File: src/rtl/frame_buf_arbiter_if.sv
// frame_buf_arbiter_if: burst request/acknowledge bus between the frame-buffer
// arbiter (master) and the memory controller (slave).
interface frame_buf_arbiter_if #(
  parameter int ADDR_W = 22
);
  logic              mem_req;
  logic              mem_we;
  logic [ADDR_W-1:0] mem_addr;
  logic [15:0]       mem_len;
  logic              mem_ack;
  logic              mem_done;

  modport master (
    output mem_req, mem_we, mem_addr, mem_len,
    input  mem_ack, mem_done
  );

  modport slave (
    input  mem_req, mem_we, mem_addr, mem_len,
    output mem_ack, mem_done
  );
endinterface

File: src/rtl/frame_buf_arbiter.sv
// frame_buf_arbiter: shares one memory port between the camera write stream
// (current frame) and the read-back stream (previous frame), ping-ponging two
// frame banks on every vsync rising edge.
module frame_buf_arbiter #(
  parameter int                ADDR_W      = 22,
  parameter int                BURST_LEN   = 64,
  parameter int                FRAME_WORDS = 76800,
  parameter logic [ADDR_W-1:0] BANK1_BASE  = ADDR_W'(32'h0002_0000),
  parameter int                RD_LOW_WM   = 32
) (
  input  logic                sys_clk,
  input  logic                sys_rst,
  input  logic                per_frame_vsync,
  input  logic [15:0]         wr_fifo_level,
  input  logic [15:0]         rd_fifo_level,
  frame_buf_arbiter_if.master mem,
  output logic                wr_bank,
  output logic                prev_valid
);

  // Counter width covers a full frame plus one burst so the saturating add never overflows.
  localparam int               CNT_W       = $clog2(FRAME_WORDS + BURST_LEN + 1);
  localparam logic [CNT_W-1:0] FRAME_CNT   = CNT_W'(FRAME_WORDS);
  localparam logic [CNT_W-1:0] BURST_CNT   = CNT_W'(BURST_LEN);
  localparam logic [15:0]      BURST_LVL   = 16'(BURST_LEN);
  localparam logic [15:0]      LOW_WM_LVL  = 16'(RD_LOW_WM);
  localparam logic [15:0]      RD_HEADROOM = 16'hFFFF - BURST_LVL;

  typedef enum logic [2:0] {
    IDLE,
    WR_REQ,
    WR_BURST,
    RD_REQ,
    RD_BURST
  } state_t;

  state_t            state_q, state_d;
  logic              vsync_dly_q, vsync_dly_d;
  logic              swap_pend_q, swap_pend_d;
  logic              wr_bank_q, wr_bank_d;
  logic              prev_valid_q, prev_valid_d;
  logic              last_wr_q, last_wr_d;
  logic [CNT_W-1:0]  wr_cnt_q, wr_cnt_d;
  logic [CNT_W-1:0]  rd_cnt_q, rd_cnt_d;
  logic              mem_req_q, mem_req_d;
  logic              mem_we_q, mem_we_d;
  logic [ADDR_W-1:0] mem_addr_q, mem_addr_d;
  logic [15:0]       mem_len_q, mem_len_d;

  logic              vsync_edge;
  logic              wr_ok, rd_elig, rd_urgent, rd_ok;
  logic              grant_rd, grant_wr;
  logic [CNT_W-1:0]  wr_left, rd_left, wr_len, rd_len;
  logic [CNT_W-1:0]  wr_sum, rd_sum;
  logic [ADDR_W-1:0] wr_addr, rd_addr;

  // Work out which burst types qualify right now and what each would look like.
  always_comb begin
    vsync_edge = per_frame_vsync & ~vsync_dly_q;
    wr_left    = FRAME_CNT - wr_cnt_q;
    rd_left    = FRAME_CNT - rd_cnt_q;
    wr_len     = (wr_left < BURST_CNT) ? wr_left : BURST_CNT;
    rd_len     = (rd_left < BURST_CNT) ? rd_left : BURST_CNT;
    wr_addr    = (wr_bank_q ? BANK1_BASE : '0) + ADDR_W'(wr_cnt_q);
    rd_addr    = (wr_bank_q ? '0 : BANK1_BASE) + ADDR_W'(rd_cnt_q);
    wr_ok      = (wr_cnt_q < FRAME_CNT) &&
                 ((wr_fifo_level >= BURST_LVL) ||
                  ((wr_fifo_level != 16'd0) && (wr_left < BURST_CNT)));
    rd_elig    = prev_valid_q && (rd_cnt_q < FRAME_CNT);
    rd_urgent  = rd_elig && (rd_fifo_level < LOW_WM_LVL);
    rd_ok      = rd_elig && (rd_fifo_level <= RD_HEADROOM);
    grant_rd   = rd_urgent || (rd_ok && (!wr_ok || last_wr_q));
    grant_wr   = wr_ok && !grant_rd;
    wr_sum     = wr_cnt_q + CNT_W'(mem_len_q);
    rd_sum     = rd_cnt_q + CNT_W'(mem_len_q);
  end

  // Next-state logic: grant, handshake, count completed bursts and swap banks when idle.
  always_comb begin
    state_d      = state_q;
    vsync_dly_d  = per_frame_vsync;
    swap_pend_d  = swap_pend_q | vsync_edge;
    wr_bank_d    = wr_bank_q;
    prev_valid_d = prev_valid_q;
    last_wr_d    = last_wr_q;
    wr_cnt_d     = wr_cnt_q;
    rd_cnt_d     = rd_cnt_q;
    mem_req_d    = mem_req_q;
    mem_we_d     = mem_we_q;
    mem_addr_d   = mem_addr_q;
    mem_len_d    = mem_len_q;
    case (state_q)
      IDLE: begin
        if (swap_pend_q) begin
          wr_bank_d    = ~wr_bank_q;
          prev_valid_d = (wr_cnt_q == FRAME_CNT);
          wr_cnt_d     = '0;
          rd_cnt_d     = '0;
          swap_pend_d  = 1'b0;
        end else if (grant_rd) begin
          state_d    = RD_REQ;
          mem_req_d  = 1'b1;
          mem_we_d   = 1'b0;
          mem_addr_d = rd_addr;
          mem_len_d  = 16'(rd_len);
          last_wr_d  = 1'b0;
        end else if (grant_wr) begin
          state_d    = WR_REQ;
          mem_req_d  = 1'b1;
          mem_we_d   = 1'b1;
          mem_addr_d = wr_addr;
          mem_len_d  = 16'(wr_len);
          last_wr_d  = 1'b1;
        end
      end
      WR_REQ, RD_REQ: begin
        if (mem.mem_ack) begin
          state_d   = (state_q == WR_REQ) ? WR_BURST : RD_BURST;
          mem_req_d = 1'b0;
        end
      end
      WR_BURST: begin
        if (mem.mem_done) begin
          state_d  = IDLE;
          wr_cnt_d = (wr_sum > FRAME_CNT) ? FRAME_CNT : wr_sum;
        end
      end
      RD_BURST: begin
        if (mem.mem_done) begin
          state_d  = IDLE;
          rd_cnt_d = (rd_sum > FRAME_CNT) ? FRAME_CNT : rd_sum;
        end
      end
      default: state_d = IDLE;
    endcase
  end

  // State and output registers; reset abandons any burst in flight.
  always_ff @(posedge sys_clk) begin
    if (sys_rst) begin
      state_q      <= IDLE;
      vsync_dly_q  <= 1'b0;
      swap_pend_q  <= 1'b0;
      wr_bank_q    <= 1'b0;
      prev_valid_q <= 1'b0;
      last_wr_q    <= 1'b0;
      wr_cnt_q     <= '0;
      rd_cnt_q     <= '0;
      mem_req_q    <= 1'b0;
      mem_we_q     <= 1'b0;
      mem_addr_q   <= '0;
      mem_len_q    <= '0;
    end else begin
      state_q      <= state_d;
      vsync_dly_q  <= vsync_dly_d;
      swap_pend_q  <= swap_pend_d;
      wr_bank_q    <= wr_bank_d;
      prev_valid_q <= prev_valid_d;
      last_wr_q    <= last_wr_d;
      wr_cnt_q     <= wr_cnt_d;
      rd_cnt_q     <= rd_cnt_d;
      mem_req_q    <= mem_req_d;
      mem_we_q     <= mem_we_d;
      mem_addr_q   <= mem_addr_d;
      mem_len_q    <= mem_len_d;
    end
  end

  assign mem.mem_req  = mem_req_q;
  assign mem.mem_we   = mem_we_q;
  assign mem.mem_addr = mem_addr_q;
  assign mem.mem_len  = mem_len_q;
  assign wr_bank      = wr_bank_q;
  assign prev_valid   = prev_valid_q;

endmodule

File: src/flat_wrapper.sv
// flat-port wrapper written by rule: the top's interface ports become plain ports
module frame_buf_arbiter_flat 
#(
  parameter int                ADDR_W      = 22,
  parameter int                BURST_LEN   = 64,
  parameter int                FRAME_WORDS = 76800,
  parameter logic [ADDR_W-1:0] BANK1_BASE  = ADDR_W'(32'h0002_0000),
  parameter int                RD_LOW_WM   = 32
)
  (sys_clk, sys_rst, per_frame_vsync, wr_fifo_level, rd_fifo_level, wr_bank, prev_valid, mem_mem_req, mem_mem_we, mem_mem_addr, mem_mem_len, mem_mem_ack, mem_mem_done);
  frame_buf_arbiter_if #(.ADDR_W(ADDR_W)) mem_i ();
  input  logic sys_clk;
  input  logic sys_rst;
  input  logic per_frame_vsync;
  input  logic [15:0] wr_fifo_level;
  input  logic [15:0] rd_fifo_level;
  output logic wr_bank;
  output logic prev_valid;
  output wire logic [$bits(mem_i.mem_req)-1:0] mem_mem_req;
  output wire logic [$bits(mem_i.mem_we)-1:0] mem_mem_we;
  output wire logic [$bits(mem_i.mem_addr)-1:0] mem_mem_addr;
  output wire logic [$bits(mem_i.mem_len)-1:0] mem_mem_len;
  input wire logic [$bits(mem_i.mem_ack)-1:0] mem_mem_ack;
  input wire logic [$bits(mem_i.mem_done)-1:0] mem_mem_done;
  assign mem_mem_req = mem_i.mem_req;
  assign mem_mem_we = mem_i.mem_we;
  assign mem_mem_addr = mem_i.mem_addr;
  assign mem_mem_len = mem_i.mem_len;
  assign mem_i.mem_ack = mem_mem_ack;
  assign mem_i.mem_done = mem_mem_done;
  frame_buf_arbiter #(.ADDR_W(ADDR_W), .BURST_LEN(BURST_LEN), .FRAME_WORDS(FRAME_WORDS), .BANK1_BASE(BANK1_BASE), .RD_LOW_WM(RD_LOW_WM)) u_core (.sys_clk(sys_clk), .sys_rst(sys_rst), .per_frame_vsync(per_frame_vsync), .wr_fifo_level(wr_fifo_level), .rd_fifo_level(rd_fifo_level), .mem(mem_i), .wr_bank(wr_bank), .prev_valid(prev_valid));
endmodule
File: config.mk
export PLATFORM = sky130hd
export DESIGN_NAME = frame_buf_arbiter_flat
export DESIGN_NICKNAME = d
export VERILOG_FILES = /design/src/rtl/frame_buf_arbiter_if.sv /design/src/rtl/frame_buf_arbiter.sv /design/src/flat_wrapper.sv
export SDC_FILE = /design/constraint.sdc
export NUM_CORES = 1
export LEC_CHECK = 0
export BUFFER_PORTS_ARGS = -buffer_cell sky130_fd_sc_hd__buf_2
export CAP_MARGIN = 40
export CORE_UTILIZATION = 50
export CTS_CLUSTER_DIAMETER = 50
export DETAILED_ROUTE_END_ITERATION = 16
export GPL_ROUTABILITY_DRIVEN = 0
export PLACE_DENSITY = 0.72
export SYNTH_ARGS = -nofsm -noshare
export SYNTH_HDL_FRONTEND = slang
export SYNTH_SLANG_ARGS = --single-unit
File: constraint.sdc
create_clock -name sys_clk -period 2.68 [get_ports sys_clk]
set_clock_uncertainty 0.05 [all_clocks]
set_input_delay 0.536 -clock sys_clk [delete_from_list [all_inputs] [get_ports sys_clk]]
set_output_delay 0.536 -clock sys_clk [all_outputs]
set_load 0.01 [all_outputs]
==> results.py <==
metrics = {
    "sta": {
        "setup_viol_count_final": 72,
        "tightest_slew_ps": 816,
        "fmax_mhz": 320,
        "rsz0062_at_grt": "yes",
        "period_minus_slack_ps": 3130,
        "setup_ws_ps": -446,
        "holdWs_ps": 386,
        "fin_crit_sh_pct": 117,
        "finalHoldViolCount": 0,
        "drv_slew": 0,
        "maxSlewHeadroom_pct": 45.6,
    },
    "pwr": {
        "p_sw_uw": 1180,
        "max-vdd-ir-drop_uv": 239,
        "switching_share_pct": 35.5,
        "p_int_uw": 2150,
        "p_per_area_nw_per_um2": 395,
        "p_seq_share_pct": 39.2,
        "power_frac_clock_pct": 25.6,
        "power_leakage_uw": 0.00385,
        "combPwrFrac_pct": 35.2,
    },
    "clocking": {
        "hold_buffers": 0,
        "insertion_delay_ps": 370,
        "clockRootBuffer": "clkbuf_8",
        "cts_tree": "built",
        "cts-htree-levels": 3,
        "cts_inserted_buffers": 9,
        "clk_pin_slew_ps": 90,
        "clockBufferDepth": 2,
        "cts.sinks": 77,
    },
    "drt": {
        "drtIter0Drc": 1017,
        "drc_errors": 0,
        "post_drt_wl_per_cell_um": 22.8,
        "via_per_inst": 6.67,
        "antenna_left": 0,
        "vias": 6910,
        "drt-total-wl_um": 23700,
        "dr.pass1.iters": 6,
    },
    "job": {
        "max_cap_violations": 0,
    },
    "worst_setup_path": {
        "start_kind": "flip-flop",
        "slowest_stage": "or3b_4",
        "path_cells": "inv_2, ha_4, or3b_4, or3_4, o31ai_4, buf_4, and3_4, nand4_4, buf_4, a21oi_2, buf_6, a32oi_1, a211oi_2",
        "path_buf_inv": 4,
        "worstSetupPathType": "reg2reg",
        "cp.arrival_ps": 3360,
        "critPathCaptureType": "flip-flop",
        "crit_fanout": 7,
        "crit_family": "simple AND/OR/NAND/NOR gates",
        "max_stage_delay_ps": 390,
        "cp.required_ps": 2910,
        "cp_common_cell": "buf_4",
    },
    "die": {
        "dieWidth_um": 107,
        "start_util_pct": 52.4,
        "ios": 79,
        "dieHeight_um": 107,
        "rows": 37,
        "coreArea_um2": 10500,
        "dieArea_um2": 11400,
    },
    "synth": {
        "yosys-top-cells-area": "dfxtp_1 (28%), ha_1 (7.8%), nor2_1 (4.9%)",
        "netlist.top_cell.by_area": "dfxtp_1",
        "syn-cell-area_um2": 5480,
        "synth_cell_types": 68,
        "ys_warn_count": 0,
        "syn_inst": 676,
        "ys_ff_latch": 77,
        "synth-edff-count": 0,
        "seq_area_frac_synth_pct": 28.1,
        "ys.flop_type": "dfxtp_1",
        "avgSynthCellArea_um2": 8.11,
        "postSynth.asyncResetShare_pct": 0,
        "yosysTopAreaCellShare_pct": 28.1,
    },
    "layout": {
        "antenna_cells": 0,
        "fin_util_pct": 80.4,
        "fillers": 567,
        "syn2layout_area_growth_pct": 53.4,
        "final_common_cell": "buf_4",
        "final_nets": 968,
        "final_cell_mix": "buf_4 (127), buf_2 (69), dfxtp_1 (64), nand2_1 (60), nor2_1 (47)",
        "drive_above_1_share_pct": 47.1,
    },
    "placement": {
        "port_buffers": 69,
        "place_hpwl_um": 12700,
    },
    "grt": {
        "grt_max_degree": 31,
        "antenna_found_initial": 0,
        "first_global_vias": 6448,
        "overflow": 0,
        "grt_pass1_wl_um": 32500,
        "grt.total_usage_pct": 36.3,
    },
    "outcome": {
        "status": "complete, but fails checks",
        "violations": "setup timing",
    },
    "hold_path": {
        "hp-class": "in2reg",
    },
}
worst paths after layout:
path	startpoint	end	slack, ps	depth (start not counted)
max	u_core.wr_cnt_q[1]	u_core.mem.mem_len[3]	-450	13
min	per_frame_vsync	u_core.vsync_dly_q	390	2
max reg2reg	u_core.wr_cnt_q[1]	u_core.mem.mem_len[3]	-450	13
min reg2reg	u_core.vsync_dly_q	u_core.swap_pend_q	460	2
power by group through the flow:
stage	clock [µW]	combinational [µW]	sequential [µW]
after floorplan	0	402	1320
after global placement	0	709	1300
after detailed placement	0	731	1300
after CTS	808	1050	1290
after global routing	894	1220	1310
final	851	1170	1300
metal layers:
| layer | GRT usage (%) | wire [µm] |
|---|---|---|
| met5 | 0 | 0 |
| met4 | 17.7 | 1710 |
| met3 | 7.48 | 2400 |
| met2 | 62.4 | 11200 |
| met1 | 42.8 | 8380 |
kinds of logic (layout without fill, tap and decap cells):
logic type | Yosys count | in the layout | synth area share [%]
buffers and inverters | 47 | 267 | 4.29
multiplexers | 21 | 21 | 3.88
XOR/XNOR | 40 | 40 | 6.39
AND/OR/NAND/NOR | 264 | 265 | 24.5
flip-flops | 77 | 77 | 28.1
adder cells (fa/ha/maj) | 36 | 36 | 8.49
other | 1 | 4 | 0.0684
AO/OA/AOI/OAI | 190 | 190 | 24.3
cells in the mapped netlist (4+ instances only):
cell / count
or4_1: 4
xor2_1: 23
o41ai_1: 5
a21o_1: 5
ha_1: 34
o31ai_1: 4
a31oi_1: 10
nand3_1: 16
o21a_1: 12
o21ai_0: 35
buf_6: 4
nand4_1: 10
buf_2: 5
and3b_1: 4
clkbuf_1: 15
a221oi_1: 6
a21oi_1: 41
inv_1: 17
a211oi_2: 10
nor4_1: 11
a211oi_1: 16
buf_4: 6
xnor2_1: 17
mux2i_1: 19
dfxtp_1: 77
nand4b_1: 4
nor2b_1: 9
nand2_1: 61
nor3_1: 27
nor2_1: 71
o211ai_1: 9
and3_1: 5
or3_1: 6
nand2b_1: 9
and2_1: 13
through the flow:
step                power (µW)  cell area [µm²]  cells  setup TNS, ps  setup slack (ps)
global placement          2000             6920    976         -13690              -326
detailed placement        2030             6920    976         -18900              -392
CTS                       3140             7960   1025          -8660              -203
global route              3420             8410   1036         -25460              -556
finish                    3330             8410   1036         -19200              -446
floorplan                 1720             5620    679              0              7.15
registers in the layout, indices dropped and copies added, names as in the netlist:
name and flops:
u_core.last_wr_q 1, u_core.mem.mem_addr 18, u_core.mem.mem_len 16, u_core.mem.mem_req 1, u_core.prev_valid 1, u_core.rd_cnt_q 17
u_core.state_q 3, u_core.swap_pend_q 1, u_core.vsync_dly_q 1, u_core.wr_bank 1, u_core.wr_cnt_q 17
layout make-up:
type	count	area [µm²]	area share, %
multi-input combinational	556	4630	55.1
timing repair buffer	234	1810	21.5
sequential	77	1570	18.6
tap	136	170	2.02
clock buffer	12	145	1.73
inverter	17	63.8	0.759
clock inverter	4	23.8	0.283
repair_timing:
| action | CTS | global route |
|---|---|---|
| endpoints found under the setup margin | 72 | 72 |
| pin swaps | 52 | 26 |
| resized for setup | 141 | 89 |
| gates cloned | 6 | 1 |
| buffers inserted | 27 | 13 |
Note: power is estimated with default switching activity, not from simulation.
